`src/rtl/spi_flash_bus_bridge_pkg.sv`:
```
`default_nettype none
// ============================================================================
// Module   : flash_bridge_pkg
// Brief    : Shared types and constants for the SPI flash CPU bus bridge.
// Revision : 1.0 - initial release
// ============================================================================
package flash_bridge_pkg;

    localparam int TIMEOUT_W = 12;
    localparam int CE_CNT_W  = 4;

    localparam logic [7:0] FLASH_ERR_BYTE = 8'hFF;

    typedef enum logic [2:0] {
        IDLE       = 3'd0,
        STROBE     = 3'd1,
        WAIT_START = 3'd2,
        WAIT_DONE  = 3'd3,
        RELEASE    = 3'd4
    } bridge_state_t;

    function automatic logic window_hit(
        input logic [15:0] addr,
        input logic [15:0] base,
        input logic [15:0] mask
    );
        return (addr & mask) == base;
    endfunction

endpackage
`default_nettype wire

```
`src/rtl/flash_window_decode.sv`:
```
`default_nettype none
// ============================================================================
// Module   : flash_window_decode
// Brief    : Combinational flash address window hit from base and mask.
// Revision : 1.0 - initial release
// ============================================================================
module flash_window_decode
    import flash_bridge_pkg::*;
#(
    parameter logic [15:0] BASE = 16'h3000,
    parameter logic [15:0] MASK = 16'hF000
) (
    input  logic [15:0] addr,
    output logic        hit
);

    assign hit = window_hit(addr, BASE, MASK);

endmodule
`default_nettype wire

```
`src/rtl/spi_flash_bus_bridge.sv`:
```
`default_nettype none
// ============================================================================
// Module   : spi_flash_bus_bridge
// Brief    : 6809-bus front end for spi_flash_controller: window decode, ce
//            strobe, CPU halt until ready, read-data latch, timeout recovery.
//            Optional one-entry read cache: define FLASH_READ_CACHE_EN.
// Revision : 1.0 - initial release
// ============================================================================
module spi_flash_bus_bridge
    import flash_bridge_pkg::*;
#(
    parameter logic [15:0] FLASH_BASE     = 16'h3000,
    parameter logic [15:0] FLASH_MASK     = 16'hF000,
    parameter int          CE_CYCLES      = 2,
    parameter int          TIMEOUT_CYCLES = 4095
) (
    input  logic        clk,
    input  logic        reset,
    input  logic        i_enable,
    input  logic [15:0] i_ADDRESS_BUS,
    input  logic [7:0]  i_DataBus,
    input  logic        i_RW,
    input  logic [7:0]  i_spi_data,
    input  logic        i_MemoryReady,
    output logic        o_spi_ce,
    output logic [15:0] o_flash_addr,
    output logic [7:0]  o_flash_data,
    output logic        o_flash_rw,
    output logic        o_HALT,
    output logic [7:0]  o_DATA,
    output logic        o_flash_sel,
    output logic        o_timeout
);

    localparam logic [CE_CNT_W-1:0]  CE_LAST   = CE_CNT_W'(CE_CYCLES);
    localparam logic [TIMEOUT_W-1:0] WAIT_LAST = TIMEOUT_W'(TIMEOUT_CYCLES - 1);

    bridge_state_t        state;
    logic                 enable_q;
    logic [CE_CNT_W-1:0]  ce_cnt;
    logic [TIMEOUT_W-1:0] wait_cnt;
    logic                 hit;
    logic                 accept;
    logic                 wait_expired;
    logic                 cache_hit;
    logic [7:0]           cache_byte_out;

    flash_window_decode #(
        .BASE (FLASH_BASE),
        .MASK (FLASH_MASK)
    ) u_decode (
        .addr (i_ADDRESS_BUS),
        .hit  (hit)
    );

    assign o_flash_sel  = hit;
    assign accept       = (state == IDLE) && i_enable && !enable_q && hit;
    assign wait_expired = (wait_cnt == WAIT_LAST);

`ifdef FLASH_READ_CACHE_EN
    logic        cache_valid;
    logic [15:0] cache_addr;
    logic [7:0]  cache_byte;
    logic        read_done;
    logic        abort;

    assign cache_hit      = cache_valid && i_RW && (cache_addr == i_ADDRESS_BUS);
    assign cache_byte_out = cache_byte;
    assign read_done      = (state == WAIT_DONE) && i_MemoryReady && o_flash_rw;
    assign abort          = wait_expired &&
                            (((state == WAIT_START) && i_MemoryReady) ||
                             ((state == WAIT_DONE) && !i_MemoryReady));

    always_ff @(posedge clk or negedge reset) begin
        if (!reset) begin
            cache_valid <= 1'b0;
            cache_addr  <= 16'h0000;
            cache_byte  <= 8'h00;
        end else if (accept && !i_RW) begin
            cache_valid <= 1'b0;
        end else if (abort) begin
            cache_valid <= 1'b0;
        end else if (read_done) begin
            cache_valid <= 1'b1;
            cache_addr  <= o_flash_addr;
            cache_byte  <= i_spi_data;
        end
    end
`else
    assign cache_hit      = 1'b0;
    assign cache_byte_out = 8'h00;
`endif

    always_ff @(posedge clk or negedge reset) begin
        if (!reset) begin
            state        <= IDLE;
            enable_q     <= 1'b1;
            ce_cnt       <= '0;
            wait_cnt     <= '0;
            o_spi_ce     <= 1'b0;
            o_HALT       <= 1'b0;
            o_DATA       <= 8'h00;
            o_flash_addr <= 16'h0000;
            o_flash_data <= 8'h00;
            o_flash_rw   <= 1'b1;
            o_timeout    <= 1'b0;
        end else begin
            enable_q <= i_enable;
            case (state)
                IDLE: begin
                    if (accept) begin
                        o_flash_addr <= i_ADDRESS_BUS;
                        o_flash_data <= i_DataBus;
                        o_flash_rw   <= i_RW;
                        o_timeout    <= 1'b0;
                        o_HALT       <= 1'b1;
                        ce_cnt       <= '0;
                        wait_cnt     <= '0;
                        if (cache_hit) begin
                            o_DATA <= cache_byte_out;
                            state  <= RELEASE;
                        end else begin
                            state  <= STROBE;
                        end
                    end
                end
                // ce rises on the first STROBE clock and stays up CE_CYCLES clocks
                STROBE: begin
                    if (ce_cnt == CE_LAST) begin
                        o_spi_ce <= 1'b0;
                        ce_cnt   <= '0;
                        state    <= WAIT_START;
                    end else begin
                        o_spi_ce <= 1'b1;
                        ce_cnt   <= ce_cnt + 1'b1;
                    end
                end
                WAIT_START: begin
                    if (!i_MemoryReady) begin
                        wait_cnt <= '0;
                        state    <= WAIT_DONE;
                    end else if (wait_expired) begin
                        o_timeout <= 1'b1;
                        if (o_flash_rw) o_DATA <= FLASH_ERR_BYTE;
                        o_HALT    <= 1'b0;
                        wait_cnt  <= '0;
                        state     <= RELEASE;
                    end else begin
                        wait_cnt <= wait_cnt + 1'b1;
                    end
                end
                // ready is checked before expiry so a last-clock completion wins
                WAIT_DONE: begin
                    if (i_MemoryReady) begin
                        if (o_flash_rw) o_DATA <= i_spi_data;
                        o_HALT   <= 1'b0;
                        wait_cnt <= '0;
                        state    <= RELEASE;
                    end else if (wait_expired) begin
                        o_timeout <= 1'b1;
                        if (o_flash_rw) o_DATA <= FLASH_ERR_BYTE;
                        o_HALT    <= 1'b0;
                        wait_cnt  <= '0;
                        state     <= RELEASE;
                    end else begin
                        wait_cnt <= wait_cnt + 1'b1;
                    end
                end
                RELEASE: begin
                    o_HALT <= 1'b0;
                    state  <= IDLE;
                end
                default: begin
                    o_spi_ce <= 1'b0;
                    o_HALT   <= 1'b0;
                    state    <= IDLE;
                end
            endcase
        end
    end

endmodule
`default_nettype wire

```
`config.mk`:
```
export PLATFORM = sky130hd
export DESIGN_NAME = spi_flash_bus_bridge
export DESIGN_NICKNAME = d
export VERILOG_FILES = /design/src/rtl/spi_flash_bus_bridge_pkg.sv /design/src/rtl/flash_window_decode.sv /design/src/rtl/spi_flash_bus_bridge.sv
export SDC_FILE = /design/constraint.sdc
export NUM_CORES = 1
export LEC_CHECK = 0
export CAP_MARGIN = 15
export CORE_UTILIZATION = 32
export DETAILED_ROUTE_END_ITERATION = 12
export GPL_TIMING_DRIVEN = 0
export PLACE_DENSITY = 0.63
export SLEW_MARGIN = 25
export SYNTH_ARGS = -nofsm -noshare
export SYNTH_HDL_FRONTEND = slang
export SYNTH_HIERARCHICAL = 1
export SYNTH_SLANG_ARGS = --single-unit
```
`constraint.sdc`:
```
create_clock -name clk -period 2.52 [get_ports clk]
set_input_delay 0.378 -clock clk [delete_from_list [all_inputs] [get_ports clk]]
set_output_delay 0.378 -clock clk [all_outputs]
set_load 0.01 [all_outputs]
```
==> results.yml <==
floorplanning:
  top_level_ports: 74
  core-area_um2: 7730
  die_area_um2: 8370
  num_rows: 32
  die_h_um: 91.5
  start_util_pct: 33.1
  die_w_um: 91.5
yosys:
  synthSimpleGateAreaFrac_pct: 11.7
  yosys_most_used_dff: "dfrtp_1"
  synth_area_um2: 2560
  yosys-mux-area-fraction_pct: 11.0
  syn_avg_cell_area_um2: 11.3
  yosysSeqAreaShare_pct: 54.8
  syn_inst: 226
  synth-seq-cells: 56
  yosys.area_share.xor_xnor_pct: 1.37
  synthAdderAreaFrac_pct: 2.49
  yosys_warnings: 6
  synth_top_family_by_area: "compound AO/OA/AOI/OAI gates"
  synth_edf_count: 0
  syn_nets: 267
  synth_cell_types: 44
  synth-compound-area-share_pct: 14.5
  ys_async_sr_fraction_pct: 100
worst_setup_path:
  path_depth: 7
  r2r_cells: 6
  start_kind: "input pin"
  cp_common_cell: "buf_2"
  cp.required_ns: 2.71
  crit_slowest_cell: "clkdlybuf4s50_1"
  arrival_ns: 2.43
  cp_cell_sequence: "clkdlybuf4s50_1 -> and4bb_2 -> nor4bb_1 -> buf_2 -> nand2_1 -> buf_2 -> mux2_2"
  cp_num_buf_inv: 3
  critPathTopFamily: "buffers and inverters"
  cpPeakStageDelay_ns: 0.42
  worstPathMaxFanout: 10
  setup.worst_path.class: "in2reg"
  critPathCaptureType: "flop"
global_routing:
  grt_antenna_before_repair: 0
  grt_pass1_wl_um: 9400
  grt_usage_pct: 14.0
  grt_overflow: 0
  grt_pass1_vias: 1892
  grt_max_degree: 41
cts:
  cts_tree: "done"
  clk_pin_slew_ns: 0.09
  cts_buffer_depth: 2
  clock_sinks: 56
  clkLatencyLatePin_ns: 0.30
  cts_resized: 0
  htree_levels: 2
  ctsRootBufferMaster: "clkbuf_8"
  cts_made_buffers: 5
detailed_routing:
  drt_iter0_drc: 86
  vias: 2035
  antenna_left: 0
  drc: 0
  wl_per_cell_um: 13.7
  first_pass_iters: 4
  vias_per_cell: 4.95
  drt_wl_total_um: 5640
placed_design:
  port_buffers: 73
  gp_congestion: 0.801
  dp_cells: 402
  dp.final_hpwl_um: 4090
timing:
  slew_headroom_pct: 39.6
  worstMarginPinSlew_ns: 0.892
  final-setup-viol-count: 0
  final_hold_viol_count: 0
  rsz0062_at_grt: "false"
  slew_violations: 0
  fin_crit_sh_pct: 88.8
  min_period_ns: 2.24
  fmax_mhz: 447
  skew_ns: 0.00730
cells_and_area:
  diodes: 0
  drive_gt1_share_pct: 15.2
  layout.nets: 349
  synthToLayoutAreaGrowth_pct: 38.2
  stdcell_count: 411
outcome:
  outcome: "completed"
power_and_ir_drop:
  p_per_area_nw_per_um2: 787
  vdd_drop_max_mv: 0.334
  power.leakage_nw: 1.52
  total_power_mw: 2.78
run:
  cap_violations: 0
min_path:
  worstHoldPathType: "in2async"
[metal layers]
| metal | GRT usage [%] | vias to the layer above | part of all wire [%] |
|---|---|---|---|
| met5 | 0 | - | 0 |
| met4 | 2.78 | 0 | 0.85 |
| li1 | - | 998 | - |
| met1 | 19.6 | 974 | 48 |
| met2 | 22.1 | 58 | 46 |
| met3 | 3.43 | 5 | 5.1 |
[cell usage after synthesis (2+ instances only)]
cell type / n / share of area [%]
nand2_1: 16 / 2.3
and3b_1: 3 / 1.0
xor2_1: 2 / 0.68
nor3_1: 2 / 0.39
mux2_2: 25 / 11
clkbuf_1: 6 / 0.88
o21bai_1: 2 / 0.59
o311ai_0: 2 / 0.68
buf_2: 3 / 0.59
o22ai_1: 9 / 2.2
ha_1: 4 / 2.0
dfstp_2: 2 / 2.1
dfrtp_1: 54 / 53
a21oi_1: 14 / 2.7
o21ai_0: 7 / 1.4
o2111ai_1: 2 / 0.68
inv_1: 15 / 2.2
a31oi_1: 13 / 3.2
xnor2_1: 2 / 0.68
and3_1: 2 / 0.49
o211ai_1: 4 / 1.2
nor2_1: 7 / 1.0
nand3_1: 9 / 1.8
[logic make-up after synthesis]
group	after synthesis
AO/OA/AOI/OAI	59
flip-flops	56
XOR/XNOR	4
buffers and inverters	25
multiplexers	25
AND/OR/NAND/NOR	52
adder cells (fa/ha/maj)	5
[worst register-to-register path: stages (launching register included)]
cell      delay (ns)
dfrtp_1         0.50
nand4_4         0.16
or4_4           0.51
buf_6           0.16
clkbuf_1        0.25
o211ai_1        0.23
nand3_1         0.09
[registers in the layout, indices dropped and copies added, names as in the netlist]
name          count
o_HALT            1
o_flash_addr     16
wait_cnt         12
o_spi_ce          1
state             3
o_flash_rw        1
enable_q          1
o_timeout         1
ce_cnt            4
o_DATA            8
o_flash_data      8
[cell usage in the layout, fill, tap and decap left out, drive strengths merged, types with 2 or more instances in the layout]
cell           synthesis  final
a21oi                 14     14
a31oi                 13     13
and3                   2      2
and3b                  3      3
buf                    4      6
clkbuf                 6     12
clkdlybuf4s50          0     72
clkinv                 0      2
dfrtp                 54     54
dfstp                  2      2
ha                     4      4
inv                   15     15
mux2                  25     25
nand2                 16     16
nand3                  9      9
nand4                  2      2
nor2                   7      7
nor3                   2      2
o2111ai                2      2
o211ai                 4      4
o21ai                  7      7
o21bai                 2      2
o22ai                  9      9
o311ai                 3      3
xnor2                  2      2
xor2                   2      2
[cell type report]
cell class / instances / area (µm²)
fill: 716 / 4190
sequential: 56 / 1400
multi-input combinational: 145 / 1050
timing repair buffer: 75 / 758
tap: 102 / 128
clock buffer: 6 / 82.6
inverter: 15 / 56.3
buffer: 10 / 48.8
clock inverter: 2 / 10.0
[power breakdown]
part,leakage [nW],total [mW],switching [mW],internal (mW)
Combinational,0.725,1.04,0.516,0.526
Clock,0.0510,0.494,0.274,0.220
Sequential,0.746,1.25,0.152,1.10
[repair_timing]
action | CTS | global route
hold buffers | 1 | 0
endpoints found under the hold margin | 16 | 0
buffers inserted | 0 | 0
[through the flow]
| step | TNS (ns) | area, µm² | hold WS (ns) | setup WS [ns] | util, % |
|---|---|---|---|---|---|
| after floorplan | 0 | 2560 | 0.0824 | 0.599 | - |
| after global placement | -42.08 | 3420 | 0.465 | -0.764 | 44.3 |
| after detailed placement | -0.633 | 3440 | 0.269 | -0.0418 | 44.5 |
| after CTS | 0 | 3540 | 0.474 | 0.264 | 45.8 |
| after global routing | 0 | 3540 | 0.500 | 0.0766 | 45.8 |
| final | 0 | 3540 | 0.473 | 0.282 | 45.8 |
[final timing paths]
kind                                          endpoint                startpoint  slack [ns]
hold / removal                 wait_cnt[3]$_DFFE_PN0P_                     reset        0.47
max in group asynchronous       o_flash_rw$_DFFE_PN1P_                     reset        1.51
min in group clk              wait_cnt[11]$_DFFE_PN0P_  wait_cnt[11]$_DFFE_PN0P_        0.50
hold reg to reg               wait_cnt[11]$_DFFE_PN0P_  wait_cnt[11]$_DFFE_PN0P_        0.50
setup / recovery           o_flash_data[6]$_DFFE_PN0P_         i_ADDRESS_BUS[15]        0.28
setup reg to reg                  state[0]$_DFFE_PN0P_   wait_cnt[3]$_DFFE_PN0P_        0.46
(Power assumes the default switching activity.)
==> RTL edit 1: new RTL, same settings <==
Register the output `o_timeout` once more, with the module's reset; this adds one clock of latency there. The other outputs are not delayed to match.
--- a/src/rtl/spi_flash_bus_bridge.sv
+++ b/src/rtl/spi_flash_bus_bridge.sv
@@ -36,2 +36,4 @@
     localparam logic [TIMEOUT_W-1:0] WAIT_LAST = TIMEOUT_W'(TIMEOUT_CYCLES - 1);
+
+    logic o_timeout_s0;
 
@@ -105,3 +107,3 @@
             o_flash_rw   <= 1'b1;
-            o_timeout    <= 1'b0;
+            o_timeout_s0 <= 1'b0;
         end else begin
@@ -114,3 +116,3 @@
                         o_flash_rw   <= i_RW;
-                        o_timeout    <= 1'b0;
+                        o_timeout_s0 <= 1'b0;
                         o_HALT       <= 1'b1;
@@ -142,3 +144,3 @@
                     end else if (wait_expired) begin
-                        o_timeout <= 1'b1;
+                        o_timeout_s0 <= 1'b1;
                         if (o_flash_rw) o_DATA <= FLASH_ERR_BYTE;
@@ -159,3 +161,3 @@
                     end else if (wait_expired) begin
-                        o_timeout <= 1'b1;
+                        o_timeout_s0 <= 1'b1;
                         if (o_flash_rw) o_DATA <= FLASH_ERR_BYTE;
@@ -181,2 +183,10 @@
 
+    always_ff @(posedge clk or negedge reset) begin
+        if (!reset) begin
+            o_timeout <= '0;
+        end else begin
+            o_timeout <= o_timeout_s0;
+        end
+    end
+
 endmodule
Behaviour: no difference found for any inputs over 10 cycles, from zero or initial values and one cycle with reset low; that may be too few to reach the edited logic, so the function may still have changed.
==> RTL edit 1 against the unedited design <==
Fmax shrank 0.42%. Via count increased by 2.3%. Wire length up 5.5%. Synthesized area rose by 0.98%. Sequential cell count rose by 1. Die area up 0.95%. Clock power grew 74%. First-iteration DRC count up 33%. Largest power group unchanged. Total power rose by 14%. Worst hold slack worse by 0.095 ns. Worst setup slack got worse by 0.0095 ns. Cell area grew 3.6%. Sequential share of layout area is 0.70 points lower.
==> RTL edit 1: results <==
metrics = {
    "clock_network": {
        "cts_buffers": 9,
        "path_clk_slew_ns": 0.06,
        "insertion_delay_ns": 0.33,
        "postCtsSetupBuffers": 0,
        "htreeDepth": 3,
        "hold_buffers": 1,
        "cts_resized": 0,
        "cts-root-buf": "clkbuf_8",
        "cts_max_path_buffers": 2,
    },
    "setup_path": {
        "crit_arrival_ns": 2.46,
        "ff2ff_setup_slack_ns": 0.45,
        "worstPathMaxFanout": 10,
    },
    "grt": {
        "grt_usage_pct": 15.0,
        "antenna_found_initial": 0,
        "first_global_vias": 1996,
        "grt_pass1_wl_microns": 9860,
        "grt_max_degree": 30,
    },
    "synth": {
        "synth_cell_types": 44,
        "synthArstFlopShare_pct": 100,
        "synthXorXnorAreaFrac_pct": 1.35,
        "syn-num-nets": 268,
        "synth-compound-area-share_pct": 14.4,
        "synth_cells": 227,
        "synthAdderAreaFrac_pct": 2.47,
        "yosys-top-cells-area": "dfrtp_1 53%, mux2_2 11%, a31oi_1 3.1%",
        "synthTopCellsByCount": "55 x dfrtp_1, 25 x mux2_2, 16 x nand2_1, 15 x inv_1, 14 x a21oi_1",
        "synth_mux_area_share_pct": 10.9,
        "yosysWarnings": 6,
        "yosysSeqAreaShare_pct": 55.2,
    },
    "layout": {
        "top_regs": "o_flash_addr (16), wait_cnt (12)",
        "final_nets": 354,
        "diodes": 0,
        "final_cells": 419,
        "largest_reg_flops": 16,
        "final_layout_size_suffix_gt1_share_pct": 16.7,
    },
    "sta": {
        "tightest_slew_ns": 0.871,
        "finClkSkew_ns": 0.0112,
        "whs_ns": 0.378,
    },
    "placed_design": {
        "dp.cells": 403,
        "port_buffers": 73,
        "hpwl_microns": 4150,
        "routabilityCongestion": 0.821,
    },
    "routing": {
        "vias_per_cell": 4.97,
        "drtIter0Drc": 114,
        "firstDrtPassIters": 4,
        "wl_microns": 5960,
    },
    "min_path": {
        "hold_class": "flip-flop to flip-flop",
    },
    "power": {
        "p_leak_nw": 1.59,
        "peakVddDrop_mv": 0.450,
    },
    "run_status": {
        "status": "complete, no violations",
    },
}
-- RTL edit 1: cell count changes after synthesis --
| cell | change |
|---|---|
| dfrtp_1 | +1 |
-- RTL edit 1: critical path, stage by stage --
cell	delay, ns
clkdlybuf4s50_1	0.42
and4bb_2	0.32
nor4bb_1	0.26
buf_2	0.24
nand2_1	0.25
buf_2	0.29
mux2_2	0.30
-- RTL edit 1: stage by stage --
step,setup WS [ns],area [sq um]
3_5_place_dp,-0.108,3460
2_1_floorplan,0.599,2590
4_1_cts,0.244,3670
6_report,0.272,3670
5_1_grt,0.117,3670
3_3_place_gp,-0.818,3440
-- RTL edit 1: where the power goes --
group | switching [mW] | internal (mW)
sequential | 0.156 | 1.12
combinational | 0.523 | 0.525
clock | 0.356 | 0.502
total | 1.03 | 2.15
-- RTL edit 1: cell type report --
class | instances | area [sq um]
Buffer | 10 | 48.8
Clock buffer | 12 | 155
Clock inverter | 3 | 40.0
Fill cell | 766 | 4100
Inverter | 15 | 56.3
Multi-Input combinational cell | 145 | 1050
Sequential cell | 57 | 1430
Tap cell | 102 | 128
Timing Repair Buffer | 75 | 758
-- RTL edit 1: routing by layer --
layer	vias to the layer above	share of wire (%)	track usage (%)
met1	1003	47	20.5
met5	-	0	0
met3	6	5.9	3.65
li1	1005	-	-
met2	67	46	22.6
met4	0	1.2	6.77
-- RTL edit 1: final timing paths --
check / startpoint / to / cells after the start
setup / recovery: i_ADDRESS_BUS[14] / o_flash_data[6] / 7
hold / removal: o_timeout_s0 / o_timeout / 0
setup reg to reg: wait_cnt[3] / state[0] / 6
hold reg to reg: o_timeout_s0 / o_timeout / 0
max in group asynchronous: reset / o_flash_addr[9] / 3
min in group asynchronous: reset / wait_cnt[3] / 2
==> RTL edit 2: new RTL, same settings <==
Made on the original files. The option `FLASH_READ_CACHE_EN` is turned on by a define.
--- a/src/rtl/spi_flash_bus_bridge.sv
+++ b/src/rtl/spi_flash_bus_bridge.sv
@@ -8,2 +8,4 @@
 // ============================================================================
+`define FLASH_READ_CACHE_EN
+
 module spi_flash_bus_bridge
Check against the original RTL: no difference found for any inputs over 10 cycles, from zero or initial values and one cycle with reset low; that may be too few to reach the edited logic, so the function may still have changed.
==> RTL edit 2 against the unedited design <==
Worst setup slack got worse by 0.11 ns. Via count up 36%. Die area increased by 47%. Total power increased by 72%. Clock skew decreased by 0.0024 ns. Fmax fell by 4.5%. Cell area grew 43%. Sequential cell count increased by 25. Critical endpoint is now o_DATA[4]. Synthesized area is 48% higher. Sequential share of layout area up 0.56 points. Wire length is 45% higher. Critical path depth unchanged.
==> RTL edit 2: results <==
metrics = {
    "run_status": {
        "status": "complete, no violations",
    },
    "synth": {
        "synth_area_per_cell_sq_um": 11.9,
        "synth_area_sq_um": 3790,
        "synth_cell_types": 46,
        "syn-num-nets": 360,
        "synthTopCellsByCount": "79 x dfrtp_1, 48 x mux2_2, 29 x nand2_1, 20 x o21ai_0, 16 x nor2_1",
    },
    "layout": {
        "top_regs": "cache_addr (16), o_flash_addr (16), wait_cnt (12)",
        "final_layout_size_suffix_gt1_share_pct": 21.0,
        "clkbuf_count": 14,
        "final_cells": 552,
        "n_all_buffers": 86,
        "seq_share_pct": 40.2,
        "regArea_sq_um": 2030,
        "multi_input_area_share_pct": 33.3,
        "multi_input_comb_cells": 221,
        "final.fill_count": 1080,
        "final_nets": 445,
        "num-nonclk-inverters": 5,
        "bufAreaShareNonClock_pct": 16.4,
    },
    "setup_path": {
        "ff2ff_setup_slack_ns": 0.34,
        "crit_arrival_ns": 2.60,
        "endpoint": "o_DATA[4]",
        "regToRegEndpoint": "o_flash_addr[0]",
        "rr_worst_depth": 5,
    },
    "clock_network": {
        "clock_sinks": 81,
        "cts-root-buf": "clkbuf_16",
        "htreeDepth": 3,
        "insertion_delay_ns": 0.33,
    },
    "power": {
        "pg_seq_mw": 1.90,
        "p_sw_mw": 1.44,
        "peakVddDrop_mv": 0.377,
        "powerClk_mw": 1.34,
    },
    "grt": {
        "grtUsageMet3_pct": 3.50,
        "grt_max_degree": 47,
        "grt_pass1_wl_microns": 14100,
    },
    "placed_design": {
        "hpwl_microns": 5940,
        "routabilityCongestion": 0.792,
        "dpl_worst_slack_ns": -0.246,
    },
    "sta": {
        "setup_slack_ns": 0.176,
        "finClkSkew_ns": 0.00493,
    },
    "routing": {
        "drtIter0Drc": 111,
        "wl_met1_microns": 3910,
        "routed-wl-met2_microns": 3760,
        "wl_met3_microns": 375,
    },
}
[RTL edit 2: worst min path at each step]
| stage | endpoint | slack (ns) | cells past startpoint |
|---|---|---|---|
| 3_3_place_gp | wait_cnt[11] | 0.47 | 1 |
| 3_5_place_dp | o_DATA[1] | 0.38 | 1 |
| 4_1_cts | o_DATA[1] | 0.02 | 1 |
| 6_report | o_DATA[1] | 0.009 | 1 |
| 5_1_grt | o_DATA[1] | 0.04 | 1 |
| 2_1_floorplan | cache_addr[0] | 0.08 | 0 |
[RTL edit 2: kinds of logic after synthesis]
logic type                 synth area share (%)
buffers and inverters                      2.34
and+or+nand+nor                            12.0
adders and majority gates                  1.58
muxes                                      14.6
xor gates and xnor gates                   4.62
DFF                                        53.5
AOI/OAI and AO/OA                          11.3
[RTL edit 2: critical path, cell delays in order]
cell and delay, ns:
clkdlybuf4s50_1 0.54, xnor2_1 0.14, nand4_1 0.15, nor4_1 0.33, a31oi_1 0.38, a2111oi_0 0.44
a2bb2oi_1 0.21
